--- config.mk ---
export PLATFORM = sky130hd
export DESIGN_NAME = tt_sweep_driver
export DESIGN_NICKNAME = d
export VERILOG_FILES = /design/src/rtl/tt_sweep_driver.sv
export SDC_FILE = /design/constraint.sdc
export NUM_CORES = 1
export LEC_CHECK = 0
export CORE_MARGIN = 2
export CORE_UTILIZATION = 33
export DETAILED_ROUTE_END_ITERATION = 10
export PLACE_DENSITY = 0.54
export SYNTH_ARGS = -nofsm -noshare
export SYNTH_HDL_FRONTEND = slang
export SYNTH_SLANG_ARGS = --single-unit
export TNS_END_PERCENT = 30
--- constraint.sdc ---
create_clock -name i_clk -period 5.1 [get_ports i_clk]
set_input_delay 0.765 -clock i_clk [delete_from_list [all_inputs] [get_ports i_clk]]
set_output_delay 0.765 -clock i_clk [all_outputs]
set_load 0.005 [all_outputs]
--- src/rtl/tt_sweep_driver.sv ---
// -----------------------------------------------------------------------------
// tt_sweep_driver
//
// Stimulus/capture stage for a 3-input, 1-output combinational truth-table
// block. On start it walks the block inputs through all eight combinations,
// holds each one for SETTLE_CYCLES clocks, samples the block output at the
// end of every hold, and then compares the captured 8-row table against an
// expected table that was latched at start.
//
// Optional build macro: TT_SWEEP_STABILITY_EN
//   Adds a second, earlier sample per row (one cycle before the final
//   sample) and reports rows whose two samples disagree on o_unstable.
//   Any unstable row forces o_pass low.
//
// Parameters
//   SETTLE_CYCLES  cycles each vector is held before it is sampled.
//                  Legal range 1 .. 2**CNT_W-1; 0 is not a legal value.
//   CNT_W          width of the settle counter.
//
// Ports
//   i_clk        sole clock, rising edge
//   i_rst        synchronous, active-high reset
//   i_start      begin a sweep (honoured only when idle)
//   i_abort      cancel a sweep in progress; beats i_start when idle
//   i_expected   golden table, bit i = required output for vector i
//   i_dut_out    output of the truth-table block
//   o_in1..o_in3 vector to the block, o_in1 = MSB
//   o_busy       high while vectors are being held
//   o_done       one-cycle pulse when a sweep completes
//   o_captured   bit i = sampled block output for vector i
//   o_mismatch   o_captured XOR latched expected, valid from o_done
//   o_pass       mismatch-free (and stable, if enabled), valid from o_done
//   o_unstable   (TT_SWEEP_STABILITY_EN only) rows whose two samples differ
//
// State table
//   state     | meaning
//   ST_IDLE   | waiting for start; results of the last sweep are held
//   ST_HOLD   | driving vector r_idx, counting settle cycles
//   ST_FINISH | one-cycle done pulse; results already registered
// -----------------------------------------------------------------------------
module tt_sweep_driver #(
    parameter int SETTLE_CYCLES = 4,
    parameter int CNT_W         = 8
) (
    input  logic       i_clk,
    input  logic       i_rst,
    input  logic       i_start,
    input  logic       i_abort,
    input  logic [7:0] i_expected,
    input  logic       i_dut_out,
    output logic       o_in1,
    output logic       o_in2,
    output logic       o_in3,
    output logic       o_busy,
    output logic       o_done,
    output logic [7:0] o_captured,
    output logic [7:0] o_mismatch,
    output logic       o_pass
`ifdef TT_SWEEP_STABILITY_EN
    ,
    output logic [7:0] o_unstable
`endif
);

    typedef enum logic [1:0] {
        ST_IDLE   = 2'd0,
        ST_HOLD   = 2'd1,
        ST_FINISH = 2'd2
    } state_t;

    localparam logic [CNT_W-1:0] LP_CNT_LAST = CNT_W'(SETTLE_CYCLES - 1);

    state_t           r_state;
    state_t           w_state_nxt;

    logic [2:0]       r_idx;
    logic [CNT_W-1:0] r_cnt;
    logic [7:0]       r_exp;
    logic [7:0]       r_captured;
    logic [7:0]       r_mismatch;
    logic             r_pass;

    logic             w_start_ok;
    logic             w_abort;
    logic             w_sample;
    logic             w_last;
    logic [7:0]       w_cap_nxt;
    logic             w_stable_ok;

    assign w_start_ok = (r_state == ST_IDLE) && i_start && !i_abort;
    assign w_abort    = (r_state != ST_IDLE) && i_abort;
    assign w_sample   = (r_state == ST_HOLD) && (r_cnt == LP_CNT_LAST);
    assign w_last     = w_sample && (r_idx == 3'd7);

    // Captured table including the row being sampled this edge, so the final
    // compare can be registered on the same edge as the last sample.
    always_comb begin
        w_cap_nxt        = r_captured;
        w_cap_nxt[r_idx] = i_dut_out;
    end

`ifdef TT_SWEEP_STABILITY_EN
    // The early sample sits one cycle before the final one; it only exists
    // when the hold is at least two cycles long.
    localparam logic             LP_HAS_EARLY = (SETTLE_CYCLES >= 2);
    localparam int               LP_EARLY_INT = (SETTLE_CYCLES >= 2) ? (SETTLE_CYCLES - 2) : 0;
    localparam logic [CNT_W-1:0] LP_CNT_EARLY = CNT_W'(LP_EARLY_INT);

    logic       r_early;
    logic [7:0] r_unstable;
    logic [7:0] w_unst_nxt;
    logic       w_early_smp;

    assign w_early_smp = LP_HAS_EARLY && (r_state == ST_HOLD) && (r_cnt == LP_CNT_EARLY);

    always_comb begin
        w_unst_nxt = r_unstable;
        if (LP_HAS_EARLY) begin
            w_unst_nxt[r_idx] = r_early ^ i_dut_out;
        end
    end

    assign w_stable_ok = (w_unst_nxt == 8'h00);

    always_ff @(posedge i_clk) begin
        if (i_rst) begin
            r_early <= 1'b0;
        end else if (w_early_smp) begin
            r_early <= i_dut_out;
        end
    end

    assign o_unstable = r_unstable;
`else
    assign w_stable_ok = 1'b1;
`endif

    // State register
    always_ff @(posedge i_clk) begin
        if (i_rst) begin
            r_state <= ST_IDLE;
        end else begin
            r_state <= w_state_nxt;
        end
    end

    // Next state and state-decoded outputs
    always_comb begin
        w_state_nxt = r_state;
        o_busy      = 1'b0;
        o_done      = 1'b0;
        case (r_state)
            ST_IDLE: begin
                if (w_start_ok) begin
                    w_state_nxt = ST_HOLD;
                end
            end
            ST_HOLD: begin
                o_busy = 1'b1;
                if (i_abort) begin
                    w_state_nxt = ST_IDLE;
                end else if (w_last) begin
                    w_state_nxt = ST_FINISH;
                end
            end
            ST_FINISH: begin
                o_done      = 1'b1;
                w_state_nxt = ST_IDLE;
            end
            default: begin
                w_state_nxt = ST_IDLE;
            end
        endcase
    end

    // Sweep datapath: vector index, settle counter and result registers.
    // r_idx is forced back to 0 whenever a sweep ends so the vector outputs
    // read 000 outside HOLD without any extra gating.
    always_ff @(posedge i_clk) begin
        if (i_rst) begin
            r_idx      <= 3'd0;
            r_cnt      <= '0;
            r_exp      <= 8'h00;
            r_captured <= 8'h00;
            r_mismatch <= 8'h00;
            r_pass     <= 1'b0;
`ifdef TT_SWEEP_STABILITY_EN
            r_unstable <= 8'h00;
`endif
        end else if (w_abort) begin
            // Partial rows in r_captured are intentionally kept.
            r_idx      <= 3'd0;
            r_cnt      <= '0;
            r_mismatch <= 8'h00;
            r_pass     <= 1'b0;
        end else if (w_start_ok) begin
            r_exp      <= i_expected;
            r_idx      <= 3'd0;
            r_cnt      <= '0;
            r_captured <= 8'h00;
            r_mismatch <= 8'h00;
            r_pass     <= 1'b0;
`ifdef TT_SWEEP_STABILITY_EN
            r_unstable <= 8'h00;
`endif
        end else if (r_state == ST_HOLD) begin
            if (w_sample) begin
                r_captured <= w_cap_nxt;
                r_cnt      <= '0;
`ifdef TT_SWEEP_STABILITY_EN
                r_unstable <= w_unst_nxt;
`endif
                if (w_last) begin
                    r_idx      <= 3'd0;
                    r_mismatch <= w_cap_nxt ^ r_exp;
                    r_pass     <= (w_cap_nxt == r_exp) && w_stable_ok;
                end else begin
                    r_idx <= r_idx + 3'd1;
                end
            end else begin
                r_cnt <= r_cnt + 1'b1;
            end
        end
    end

    assign o_in1      = r_idx[2];
    assign o_in2      = r_idx[1];
    assign o_in3      = r_idx[0];
    assign o_captured = r_captured;
    assign o_mismatch = r_mismatch;
    assign o_pass     = r_pass;

endmodule
After elaboration in Yosys (flattened, before gate mapping)
Cells that the tools add are included.
{"block": "word_totals", "reg_bits": 38}
{"block": "classes", "n_lt_le_gt_ge": 2, "n_addsub": 2, "mux": 14, "bitwise": 2, "n_reduce_logical": 17, "eq_ne": 7}
{"cell": "2-to-1 mux 8 bit", "count": 4}
{"cell": "adder 8 x 1 -> 8 bit, second input constant", "count": 1}
{"cell": "bitwise mux 8 bit", "count": 1}
{"cell": "== test 8 x 2 -> 1 bit, second input constant", "count": 1}
{"cell": "== test 8 bit", "count": 1}
{"cell": "bitwise XOR 8 bit", "count": 1}
{"cell": "logical AND 1 bit", "count": 6}
{"cell": "2-to-1 mux 2 bit", "count": 3}
{"cell": "AND reduction 2 bit", "count": 3}
{"cell": "AND reduction 3 bit", "count": 2}
{"cell": "nonzero test 2 bit", "count": 3}
{"cell": "< comparator 3 x 4 -> 1 bit, second input constant", "count": 1}
{"cell": "case mux 2 bit (2 select lines)", "count": 1}
{"cell": "adder 3 x 1 -> 3 bit, second input constant", "count": 1}
{"cell": "demux 1 bit (select 3 bit)", "count": 1}
{"cell": "== test 3 bit, second input constant", "count": 1}
{"cell": "greater-or-equal comparator 3 x 1 -> 1 bit, second input constant", "count": 1}
{"cell": "2-to-1 mux 1 bit", "count": 3}
{"cell": "2-to-1 mux 3 bit", "count": 1}
{"cell": "inequality test 3 bit, second input constant", "count": 1}
{"cell": "OR reduction 3 bit", "count": 1}
{"cell": "== test 2 x 1 -> 1 bit, second input constant", "count": 1}
{"cell": "== test 2 bit, second input constant", "count": 1}
{"cell": "logical NOT 2 bit", "count": 1}
{"cell": "3 further kinds", "count": 3}

Logic depth before layout (Yosys ltp)
Gate-level depths: netlist of the first run.
{"block": "depth", "word_depth": 8, "depth_mapped": 8, "depth_no_buf": 7}

Least setup slack after synthesis of the first run
Ideal clock, no wire load.
{"block": "synth_timing", "kind": "input to register", "from": "input port i_abort", "to": "register r_cnt[2]", "arrival_time_ns": 2.026, "path_buffers": 3, "slack_ns": 2.959, "stages": 8, "t_required_ns": 4.985, "path_cell_list": "or4b_1 -> buf_2 -> nand2b_1 -> buf_4 -> nand2b_1 -> buf_2 -> nand2b_2 -> nor2_1"}
{"block": "synth_via", "elab_chain_cells": 3}
{"element": "from (decl)", "line": "48", "text": "input logic i_abort,"}
{"element": "logical NOT 1 bit", "line": "90", "text": "assign w_start_ok = (r_state == ST_IDLE) && i_start && !i_abort;"}
{"element": "logical AND 1 bit", "line": "90"}
{"element": "OR reduction 3 bit (no line) (*)"}
{"element": "to (signal assigned)", "line": "221", "text": "r_cnt <= r_cnt + 1'b1;"}
{"element": "to (decl)", "line": "77", "text": "logic [CNT_W-1:0] r_cnt;"}
Mark *: on every way between the ends. The rest lies on a longest branch, timed or not.
A chain may end at the register's enable or synchronous reset.

Final worst setup path of the first run
{"block": "layout_timing", "from": "input port i_abort", "to": "register r_cnt[5]"}
Same word-level chain as after synthesis.

==> flow_metrics.tcl, run 1 <==
set metrics [dict create \
    status "complete, no violations" \
    worst_slew_pin_slew_ns 0.737 \
    firstDrtPassIters 4 \
    numCtsBuffers 5 \
    clkLatencyLatePin_ns 0.29 \
    max_stage_delay_ns 0.71 \
    grt_setup_unrepaired "no" \
    cts.clk_slew.worst_paths_ns 0.08 \
    die_h_um 78.3 \
    vias 1441 \
    syn-num-nets 227 \
    path_delay_family "simple AND/OR/NAND/NOR gates" \
    pwr-share-clk 0.476 \
    netlist_instances 211 \
    syn_to_final_growth_pct 27.9 \
    worstPathMaxFanout 16 \
    grt_use_met3 0.0368 \
    relSlewSlack 0.508 \
    worstPathArrival_ns 3.25 \
    cp_common_cell "nand2b_1" \
    grt_pass1_vias 1359 \
    dp_hpwl_mm 2.72 \
    diodes 0 \
    drt-initial-drc-count 55 \
    crit_chain "clkdlybuf4s50_1 > or4b_1 > nand2b_1 > nand2b_1 > nand2b_2 > nor2_1" \
    cts_resized 0 \
    maxCapViolCount 0 \
    grt_max_degree 20 \
    synth_ff_type "dfxtp_1" \
    ff2ff_setup_slack_ns 2.65 \
    cts_max_level 2 \
    skew_ns 0.00812 \
    stdcell_area_um2 2330 \
    io_pins 35 \
    core_area_um2 5410 \
    die_x_um 78.3 \
    peakVddDrop_v 0.000153 \
    drive_above_1_share 0.0705 \
    crit_path_start_kind "input port" \
    start_util 0.337 \
    p_sw_frac 0.208 \
    track_usage 0.132 \
    cpMaxStageDelayCell "or4b_1" \
    hold_viol 0 \
    overflow 0 \
    wirelength_mm 3.75 \
    min_period_over_period 0.602 \
    finalCriticalPeriod_ns 3.07 \
    clock.fmax_mhz 326 \
    nNetsFinal 256 \
    ant_nets 0 \
    dieArea_um2 6120 \
    seq_power_share 0.468 \
    setup_viol 0 \
    grt_first_pass_wirelength_mm 6.32 \
    drv_slew 0 \
    grt.busiest_layer "met2" \
    cts_tree "yes" \
    p_comb_frac 0.056 \
    cts.sinks 38 \
    wl_per_cell_um 12.0 \
    drc 0 \
    path_buf_inv 1 \
    rows 27 \
    required_ns 5.28 \
    synth_seq_cells 38 \
    async_flop_share 0 \
    min_path_cells 2 \
    min_path_type "register to register" \
    path_class "input port to register" \
    yosys_warnings 0 \
    ys_seq_area_frac 0.418 \
    viasPerCell 4.60 \
    p_int_mw 0.513 \
    place.gp.congestion 0.723 \
    post-cts-setup-buffers 0 \
    hold_end "o_mismatch[1]" \
    hold_buffers 0 \
    grt_use_met2 0.210 \
    io_buffers 34 \
    setup_tns_ns 0 \
    ys_types 33 \
    antenna_found_initial 0 \
    placed_area_um2 2190 \
    grtUsageMet1 0.172 \
    synth_edf_count 0 \
    ff2ff_path_depth 5 \
    synth_area_per_cell_um2 8.62 \
    cp-end-kind "register" \
    p_switching_mw 0.135 \
    reg2reg_from "r_state[0]" \
    power.leakage_nw 0.840 \
    p_per_area_nw_per_um2 278 \
    cts.root.buffer_cell "clkbuf_8" \
    min_from "o_mismatch[1]" \
    clock_path_buffers 2 \
    r2r_end "r_cnt[5]" \
    synth.cell_area_um2 1820 \
]
==> cell families (layout without fill, tap and decap cells) <==
family | after synthesis | in the layout | share of synthesized area
simple gates | 101 | 101 | 0.298
flops | 38 | 38 | 0.418
compound gates | 23 | 23 | 0.0633
mux | 16 | 16 | 0.0880
xor+xnor | 15 | 15 | 0.0722
buf+inv | 15 | 45 | 0.0399
fa+ha+maj | 3 | 3 | 0.0206
==> through the flow <==
step	hold slack (ns)	instances	util	total power, mW	worst slack (ns)
2_1_floorplan	0.449	211	-	0.332	2.96
3_3_place_gp	0.452	305	0.405	0.346	1.75
3_5_place_dp	0.449	305	0.405	0.347	1.70
4_1_cts	0.461	313	0.430	0.653	2.00
5_1_grt	0.486	313	0.430	0.674	1.88
6_report	0.457	313	0.430	0.648	2.03
==> cells in the mapped netlist (4+ instances only) <==
cell type / n / share of area
a21oi_1: 22 / 0.061
xor2_1: 7 / 0.034
mux2i_1: 16 / 0.088
xnor2_1: 8 / 0.039
nand3b_1: 5 / 0.021
nor3b_1: 4 / 0.017
dfxtp_1: 38 / 0.42
nand2_1: 43 / 0.089
nor2_1: 21 / 0.043
buf_2: 7 / 0.019
==> sequential cells by signal (all words and copies together) (netlist names) <==
name and count:
r_idx 3, o_pass 1, o_captured 8, r_state 2, r_exp 8, r_cnt 8
o_mismatch 8
==> final cells by class <==
type	count	area [um^2]
Clock buffer	5	68.8
Clock inverter	3	68.8
Fill cell	554	3080
Inverter	3	11.3
Multi-Input combinational cell	158	986
Sequential cell	38	761
Tap cell	72	90.1
Timing Repair Buffer	34	340
==> worst reg2reg max path: stages (launching register included) <==
cell	delay, ns
dfxtp_1	0.35
or4b_1	0.73
nand2b_1	0.35
nand2b_1	0.54
nand2b_2	0.30
nor2_1	0.07
==> layer usage <==
layer  vias to the layer above  part of all wire
met1                       646              0.49
li1                        765                 -
met5                         -                 0
met2                        26              0.47
met3                         4             0.035
met4                         0             0.010
==> power groups by stage <==
| stage | clock [mW] | combinational, mW | sequential (mW) |
|---|---|---|---|
| after floorplan | 0 | 0.0225 | 0.310 |
| after global placement | 0 | 0.0364 | 0.310 |
| after detailed placement | 0 | 0.0365 | 0.310 |
| after CTS | 0.314 | 0.0366 | 0.303 |
| after global routing | 0.330 | 0.0407 | 0.304 |
| final | 0.308 | 0.0362 | 0.303 |
==> cell usage in the layout (no fill, tap or decap), types with 3 or more instances in the layout <==
cell type        instances
nand4_1                  3
nand3b_1                 5
xnor2_1                  8
nor3b_1                  4
mux2i_1                 16
nand2b_1                 3
a21oi_1                 22
nand3_1                  3
clkdlybuf4s50_1         34
xor2_1                   7
nor3_1                   3
ha_1                     3
and3_1                   3
clkbuf_8                 5
nand2_1                 43
nor2_1                  21
dfxtp_1                 38
==> how the worst max path moves through the flow <==
stage | to | start | cells past startpoint | slack [ns]
final | r_cnt[5] | i_abort | 6 | 2.03
after global routing | r_cnt[3] | i_abort | 6 | 1.88
after CTS | r_cnt[5] | i_abort | 6 | 2.00
after detailed placement | r_cnt[5] | i_abort | 6 | 1.70
after global placement | r_cnt[7] | i_abort | 6 | 1.75
after floorplan | r_cnt[2] | i_abort | 8 | 2.96
(Power assumes the default switching activity.)
==> inputs of run 2 (changes only) <==
--- a/config.mk
+++ b/config.mk
@@ -8,7 +8,7 @@
 export CORE_MARGIN = 2
 export CORE_UTILIZATION = 33
 export DETAILED_ROUTE_END_ITERATION = 10
-export PLACE_DENSITY = 0.54
+export PLACE_DENSITY = 0.56
 export SYNTH_ARGS = -nofsm -noshare
 export SYNTH_HDL_FRONTEND = slang
 export SYNTH_SLANG_ARGS = --single-unit
==> constraint.sdc (replaced) <==
create_clock -name i_clk -period 2.7 [get_ports i_clk]
set_input_delay 0.405 -clock i_clk [delete_from_list [all_inputs] [get_ports i_clk]]
set_output_delay 0.405 -clock i_clk [all_outputs]
set_load 0.005 [all_outputs]
==> run 2 against run 1 <==
Worst setup slack worse by 1.4 ns. Clock skew increased by 0.00052 ns. Power grew 64%. Final cell count rose by 2.6%. Clock-buffer cell count increased by 1.
==> flow_metrics.tcl, run 2 (same netlist as run 1, synthesis figures left out) <==
set metrics [dict create \
    status "complete, no violations" \
    cpMaxStageDelayCell "dfxtp_1" \
    final_cell_mix "nand2_1, dfxtp_1, clkdlybuf4s50_1" \
    drt-initial-drc-count 53 \
    min_path_type "register to register" \
    power.leakage_nw 0.858 \
    setup_viol 0 \
    start_util 0.337 \
    overflow 0 \
    worstPathArrival_ns 1.65 \
    grt_pass1_vias 1411 \
    cts.sinks 38 \
    maxCapViolCount 0 \
    final_common_cell "nand2_1" \
    reg2reg_from "r_idx[1]" \
    place.gp.congestion 0.799 \
    die_x_um 78.3 \
    crit_start "r_idx[1]" \
    clock.fmax_mhz 486 \
    antenna_found_initial 0 \
    p_per_area_nw_per_um2 453 \
    syn_to_final_growth_pct 28.8 \
    hold_slack_ns 0.457 \
    drv_slew 0 \
    rows 27 \
    grt_max_degree 20 \
    wirelength_mm 4.00 \
    path_class "register to primary output" \
    ant_nets 0 \
    min_from "o_mismatch[1]" \
    ff2ff_setup_slack_ns 0.66 \
    finalCriticalPeriod_ns 2.06 \
    track_usage 0.144 \
    relSlewSlack 0.562 \
    skew_ns 0.00864 \
    drive_above_1_share 0.100 \
    viasPerCell 4.72 \
    die_h_um 78.3 \
    grt_setup_unrepaired "no" \
    cp-end-kind "primary output" \
    dp_hpwl_mm 2.96 \
    clkLatencyLatePin_ns 0.29 \
    hold_viol 0 \
    cts_resized 0 \
    path_buf_inv 1 \
    io_pins 35 \
    cts_tree "yes" \
    max_stage_delay_ns 0.74 \
    crit_chain "clkdlybuf4s50_1" \
    drc 0 \
    crit_path_start_kind "register" \
    min_period_over_period 0.763 \
    cts_max_level 2 \
    io_buffers 34 \
    worstPathMaxFanout 19 \
    hold_buffers 0 \
    setup_tns_ns 0 \
    cts.clk_slew.worst_paths_ns 0.07 \
    numCtsBuffers 5 \
    vias 1515 \
    peakVddDrop_v 0.000236 \
    nNetsFinal 264 \
    dieArea_um2 6120 \
    firstDrtPassIters 4 \
    diodes 0 \
    required_ns 2.30 \
    wl_per_cell_um 12.4 \
    worst_slew_pin_slew_ns 0.656 \
    post-cts-setup-buffers 0 \
    cts.root.buffer_cell "clkbuf_8" \
    clock_path_buffers 2 \
    core_area_um2 5410 \
    grt_first_pass_wirelength_mm 6.83 \
    path_delay_family "flip-flops" \
]
[run 2: worst min-delay path, stage by stage, from the launching register on]
cell,delay (ns)
dfxtp_1,0.31
nand2_1,0.05
a21oi_1,0.05
[run 2: final timing paths]
check,endpoint,cells after the start
max,o_in2,1
min,o_mismatch[1],2
max reg2reg,o_pass,6
min reg2reg,o_mismatch[1],2
[run 2: final cells by class]
class / instances / area, um^2
tap: 72 / 90.1
fill: 567 / 3060
timing repair buffer: 42 / 400
inverter: 3 / 11.3
multi-input combinational: 158 / 986
sequential: 38 / 761
clock inverter: 2 / 12.5
clock buffer: 6 / 82.6
[run 2: metal layers]
layer	vias to the layer above	share of wire	global-route usage
met3	5	0.041	0.0391
met2	36	0.48	0.231
met4	0	0.012	0.0526
met1	689	0.47	0.187
met5	-	0	0
li1	785	-	-
[run 2: where the power goes]
group          total, mW  leakage [nW]  switching [mW]  internal, mW
clock network      0.412        0.0472           0.206         0.205
registers          0.573         0.307         0.00572         0.567
logic             0.0764         0.504          0.0383        0.0381
[run 2: metrics by stage]
stage / util / power (mW) / setup slack (ns) / cell area, um^2 / cells
CTS: 0.434 / 1.08 / 0.618 / 2340 / 321
floorplan: - / 0.627 / 0.919 / 1820 / 211
finish: 0.434 / 1.06 / 0.640 / 2340 / 321
detailed placement: 0.416 / 0.663 / 0.544 / 2250 / 313
global route: 0.434 / 1.11 / 0.448 / 2340 / 321
global placement: 0.416 / 0.663 / 0.557 / 2250 / 313
==> inputs of run 3 (changes only) <==
--- a/config.mk
+++ b/config.mk
@@ -8,7 +8,7 @@
 export CORE_MARGIN = 2
 export CORE_UTILIZATION = 33
 export DETAILED_ROUTE_END_ITERATION = 10
-export PLACE_DENSITY = 0.56
+export PLACE_DENSITY = 0.54
 export SYNTH_ARGS = -nofsm -noshare
 export SYNTH_HDL_FRONTEND = slang
 export SYNTH_SLANG_ARGS = --single-unit
==> constraint.sdc (replaced) <==
create_clock -name i_clk -period 2.1 [get_ports i_clk]
set_input_delay 0.315 -clock i_clk [delete_from_list [all_inputs] [get_ports i_clk]]
set_output_delay 0.315 -clock i_clk [all_outputs]
set_load 0.005 [all_outputs]
==> run 3 against run 2 <==
Non-clock buffer count grew 7. Clock-buffer cell count unchanged. Critical path depth up 1. Largest cell class unchanged. Die area is the same. Core utilization is 0.97 points higher. Cell area increased by 2.2%. Sequential share of layout area decreased by 0.71 points. Power increased by 29%. Combinational power is 32% higher. Hold slack hardly changed. Via count rose by 0.86%. First-iteration DRC count up 34%. Largest power group unchanged.
==> flow_metrics.tcl, run 3 (same netlist as run 1, synthesis figures left out) <==
set metrics [dict create \
    status "complete, no violations" \
    cts_tree "yes" \
    final_common_cell "nand2_1" \
    antenna_found_initial 0 \
    crit_chain "buf_4 > clkdlybuf4s50_1" \
    core_area_um2 5410 \
    place.gp.congestion 0.783 \
    drv_slew 0 \
    start_util 0.337 \
    wl_per_cell_um 12.3 \
    cts_max_level 2 \
    crit_path_start_kind "register" \
    path_buf_inv 2 \
    cpMaxStageDelayCell "dfxtp_1" \
    io_pins 35 \
    worstPathMaxFanout 14 \
    drive_above_1_share 0.125 \
    drc 0 \
    final_cell_mix "nand2_1, dfxtp_1, clkdlybuf4s50_1" \
    diodes 0 \
    finalCoreUtilization 0.443 \
    worstPathArrival_ns 1.63 \
    skew_ns 0.00254 \
    clock.fmax_mhz 515 \
    grt_pass1_vias 1482 \
    setup_tns_ns 0 \
    io_buffers 34 \
    firstDrtPassIters 4 \
    cts.sinks 38 \
    viasPerCell 4.66 \
    ant_nets 0 \
    grt_setup_unrepaired "no" \
    ff2ff_path_depth 6 \
    worst_slew_pin_slew_ns 0.462 \
    dp_hpwl_mm 3.05 \
    post-cts-setup-buffers 0 \
    nNetsFinal 271 \
    path_class "register to primary output" \
    syn_to_final_growth_pct 31.7 \
    min_period_over_period 0.925 \
    finalCriticalPeriod_ns 1.94 \
    relSlewSlack 0.692 \
    overflow 0 \
    power.leakage_nw 0.893 \
    clkLatencyLatePin_ns 0.29 \
    setup_viol 0 \
    wirelength_mm 4.04 \
    hold_viol 0 \
    maxCapViolCount 0 \
    cts_resized 0 \
    peakVddDrop_v 0.000250 \
    min_path_type "register to register" \
    path_delay_family "buffers and inverters" \
    timing.critical_path.depth 2 \
    vias 1528 \
    cp-end-kind "primary output" \
    drt-initial-drc-count 71 \
    required_ns 1.78 \
    min_path_cells 2 \
    cts.root.buffer_cell "clkbuf_8" \
    rows 27 \
    grt_max_degree 16 \
    die_h_um 78.3 \
    hold_buffers 0 \
    track_usage 0.142 \
    die_x_um 78.3 \
    clock_path_buffers 2 \
    numCtsBuffers 5 \
    max_stage_delay_ns 0.61 \
    cts.clk_slew.worst_paths_ns 0.08 \
    p_per_area_nw_per_um2 571 \
    dieArea_um2 6120 \
    grt_first_pass_wirelength_mm 6.73 \
]
run 3: per-stage QoR:
step	instances	worst slack [ns]	hold slack [ns]	power [mW]	cell area [um^2]
5_1_grt	328	0.0744	0.485	1.43	2400
3_3_place_gp	320	0.0912	0.447	0.857	2300
4_1_cts	328	0.147	0.459	1.39	2400
2_1_floorplan	211	0.339	0.449	0.806	1820
6_report	328	0.156	0.456	1.37	2400
3_5_place_dp	320	0.0644	0.449	0.856	2300
run 3: tightest hold or removal path: cells and delay by family, from the launching register on:
kind / cells / cell delay [ns]
flip-flops: 1 / 0.31
AO/OA/AOI/OAI: 1 / 0.05
AND/OR/NAND/NOR: 1 / 0.05
run 3: area by class of cell:
class / instances / area [um^2]
clock buffers: 6 / 82.6
well taps: 72 / 90.1
fillers: 572 / 3010
multi-input cells: 158 / 986
clock inverters: 2 / 12.5
repair buffers: 49 / 453
flip-flops and latches: 38 / 761
inverters: 3 / 11.3
run 3: path summary, 6_finish.rpt:
kind | start | end | slack, ns
worst max register to register | r_idx[1] | o_pass | 0.26
worst min register to register | o_mismatch[6] | o_mismatch[6] | 0.46
worst max-delay path | r_idx[0] | o_in3 | 0.16
worst min-delay path | o_mismatch[6] | o_mismatch[6] | 0.46
run 3: power breakdown:
group | switching, mW | total, mW | leakage, nW | internal (mW)
combinational | 0.0494 | 0.101 | 0.539 | 0.0520
clock | 0.266 | 0.530 | 0.0472 | 0.264
sequential | 0.00783 | 0.737 | 0.307 | 0.729
total | 0.323 | 1.37 | 0.893 | 1.05
run 3: per-layer routing:
metal,wire [um],vias to the layer above,track usage,part of all wire
li1,-,802,-,-
met1,1840,700,0.177,0.46
met2,2000,22,0.239,0.50
met3,138,4,0.0333,0.034
met4,59,0,0.0526,0.015
met5,0,-,0,0
==> edit, RTL diff (config.mk and constraints of run 3) <==
Re-encode `state_t` (3 states) as one-hot, 3 bits wide.
--- a/src/rtl/tt_sweep_driver.sv
+++ b/src/rtl/tt_sweep_driver.sv
@@ -63,8 +63,8 @@
 );
 
-    typedef enum logic [1:0] {
-        ST_IDLE   = 2'd0,
-        ST_HOLD   = 2'd1,
-        ST_FINISH = 2'd2
+    typedef enum logic [2:0] {
+        ST_IDLE   = 3'b001,
+        ST_HOLD   = 3'b010,
+        ST_FINISH = 3'b100
     } state_t;
 
Function: no difference found for any inputs over 10 cycles, from zero or initial values and one cycle with i_rst high; not proved beyond that.
==> edit against run 3 <==
Via count up 0.65%. Cell area up 0.47%. Worst setup slack gained 0.030 ns. Sequential share of layout area up 0.68 points. Count of clock-buffer cells in the layout decreased by 1. Non-clock buffer count fell by 4. Area after synthesis increased by 0.76%. Power grew 8.4%. Wire length fell by 0.17%. Sequential cell count up 1.
==> edit: results <==
export IMPL_synth_fp_nets=228
export IMPL_synth_cell_type_count=32
export IMPL_clock_skew_ns=0.01078
export IMPL_wl_per_cell_microns=12.37
export IMPL_drive_gt1_share_pct=10.24
export IMPL_whs_ns=0.4511
export IMPL_nFillCells=563
export IMPL_crit_slowest_cell="clkdlybuf4s50_1"
export IMPL_critPathMaxFanout=6
export IMPL_synth_xor_xnor_area_share_pct=6.689
export IMPL_placed_cells=318
export IMPL_final_period_utilization_pct=91.11
export IMPL_pre_cts_slack_ns=0.1034
export IMPL_post_dp_hpwl_microns=3042
export IMPL_synth_warnings=0
export IMPL_p_leak_nw=0.9088
export IMPL_final_nets=269
export IMPL_status="finished clean"
export IMPL_grt_pass1_wl_microns=6886
export IMPL_gp_congestion=0.7717
export IMPL_drt_iter0_markers=37
export IMPL_synth_mux_area_share_pct=12.01
export IMPL_hold_end="o_mismatch[1]"
export IMPL_cts_max_level=2
export IMPL_max_slew_worst_pin_slew_ns=0.4300
export IMPL_design_area_sq_um=2407
export IMPL_wl_met2_microns=1860
export IMPL_wl_met1_microns=1926
export IMPL_r2r_cells=6
export IMPL_antenna_found_initial=0
export IMPL_synth_compound_area_share_pct=6.007
export IMPL_synth_adder_area_share_pct=2.048
export IMPL_async_reset_ff_share_pct=0
export IMPL_place_area_sq_um=2295
export IMPL_io_buffers=34
export IMPL_netlist_top_cells_count="dfxtp_1 (39), nand2_1 (31), nor2_1 (30)"
export IMPL_clkSlewWorstSetupHoldPaths_ns=0.07
export IMPL_vdd_drop_max_mv=0.3334
export IMPL_grt_start_max_net_pins=15
export IMPL_worstHoldStart="o_mismatch[1]"
export IMPL_worstReg2RegEnd="o_captured[1]"
export IMPL_wl_met3_microns=176
export IMPL_critPathLaunch="r_state[2]"
export IMPL_r2r_start="r_cnt[2]"
export IMPL_hold_class="flop to flop"
export IMPL_grt_pass1_vias=1437
export IMPL_insertion_delay_ns=0.30
export IMPL_worstPathArrival_ns=1.60
export IMPL_reg2reg_setup_slack_ns=0.30
export IMPL_grt_use_total_pct=14.27
export IMPL_ys_seq_area_share_pct=42.59
export IMPL_via_per_inst=4.718
export IMPL_crit_end="o_busy"
export IMPL_synthCells=212
export IMPL_max_stage_delay_ns=0.49
export IMPL_finalWirelength_microns=4032
export IMPL_ys_top_cells_by_area="dfxtp_1 (43%), mux2i_1 (12%), nand2_1 (6.3%)"
## edit: cell types whose count changed after synthesis, moves of 2 or more
cell / before / now
buf_4: 2 / 0
a21oi_1: 22 / 18
nor2_1: 21 / 30
nand2_1: 43 / 31
nand3b_1: 5 / 3
mux2i_1: 16 / 22
nor3_1: 3 / 7
## edit: power breakdown
part           switching [W]  internal (W)
clock network       0.000277      0.000354
logic              0.0000466     0.0000493
registers         0.00000762      0.000748
## edit: layer usage
metal,GRT usage [%],vias up
met3,4.368,8
met5,0,-
met1,18.30,702
met4,5.263,0
met2,22.48,26
li1,-,802
## edit: cell type report
cell class	count	area share (%)
Clock buffer	5	2.859
Timing Repair Buffer	45	17.57
Tap cell	72	3.742
Multi-Input combinational cell	159	41.11
Inverter	3	0.4678
Clock inverter	3	1.819
Sequential cell	39	32.43
## edit: worst reg2reg max path, stage by stage (launching register included)
cell,delay [ns]
dfxtp_1,0.37
nor4_4,0.33
nand4_2,0.15
or3_4,0.38
nor3_1,0.20
mux2i_1,0.22
nor2_1,0.05
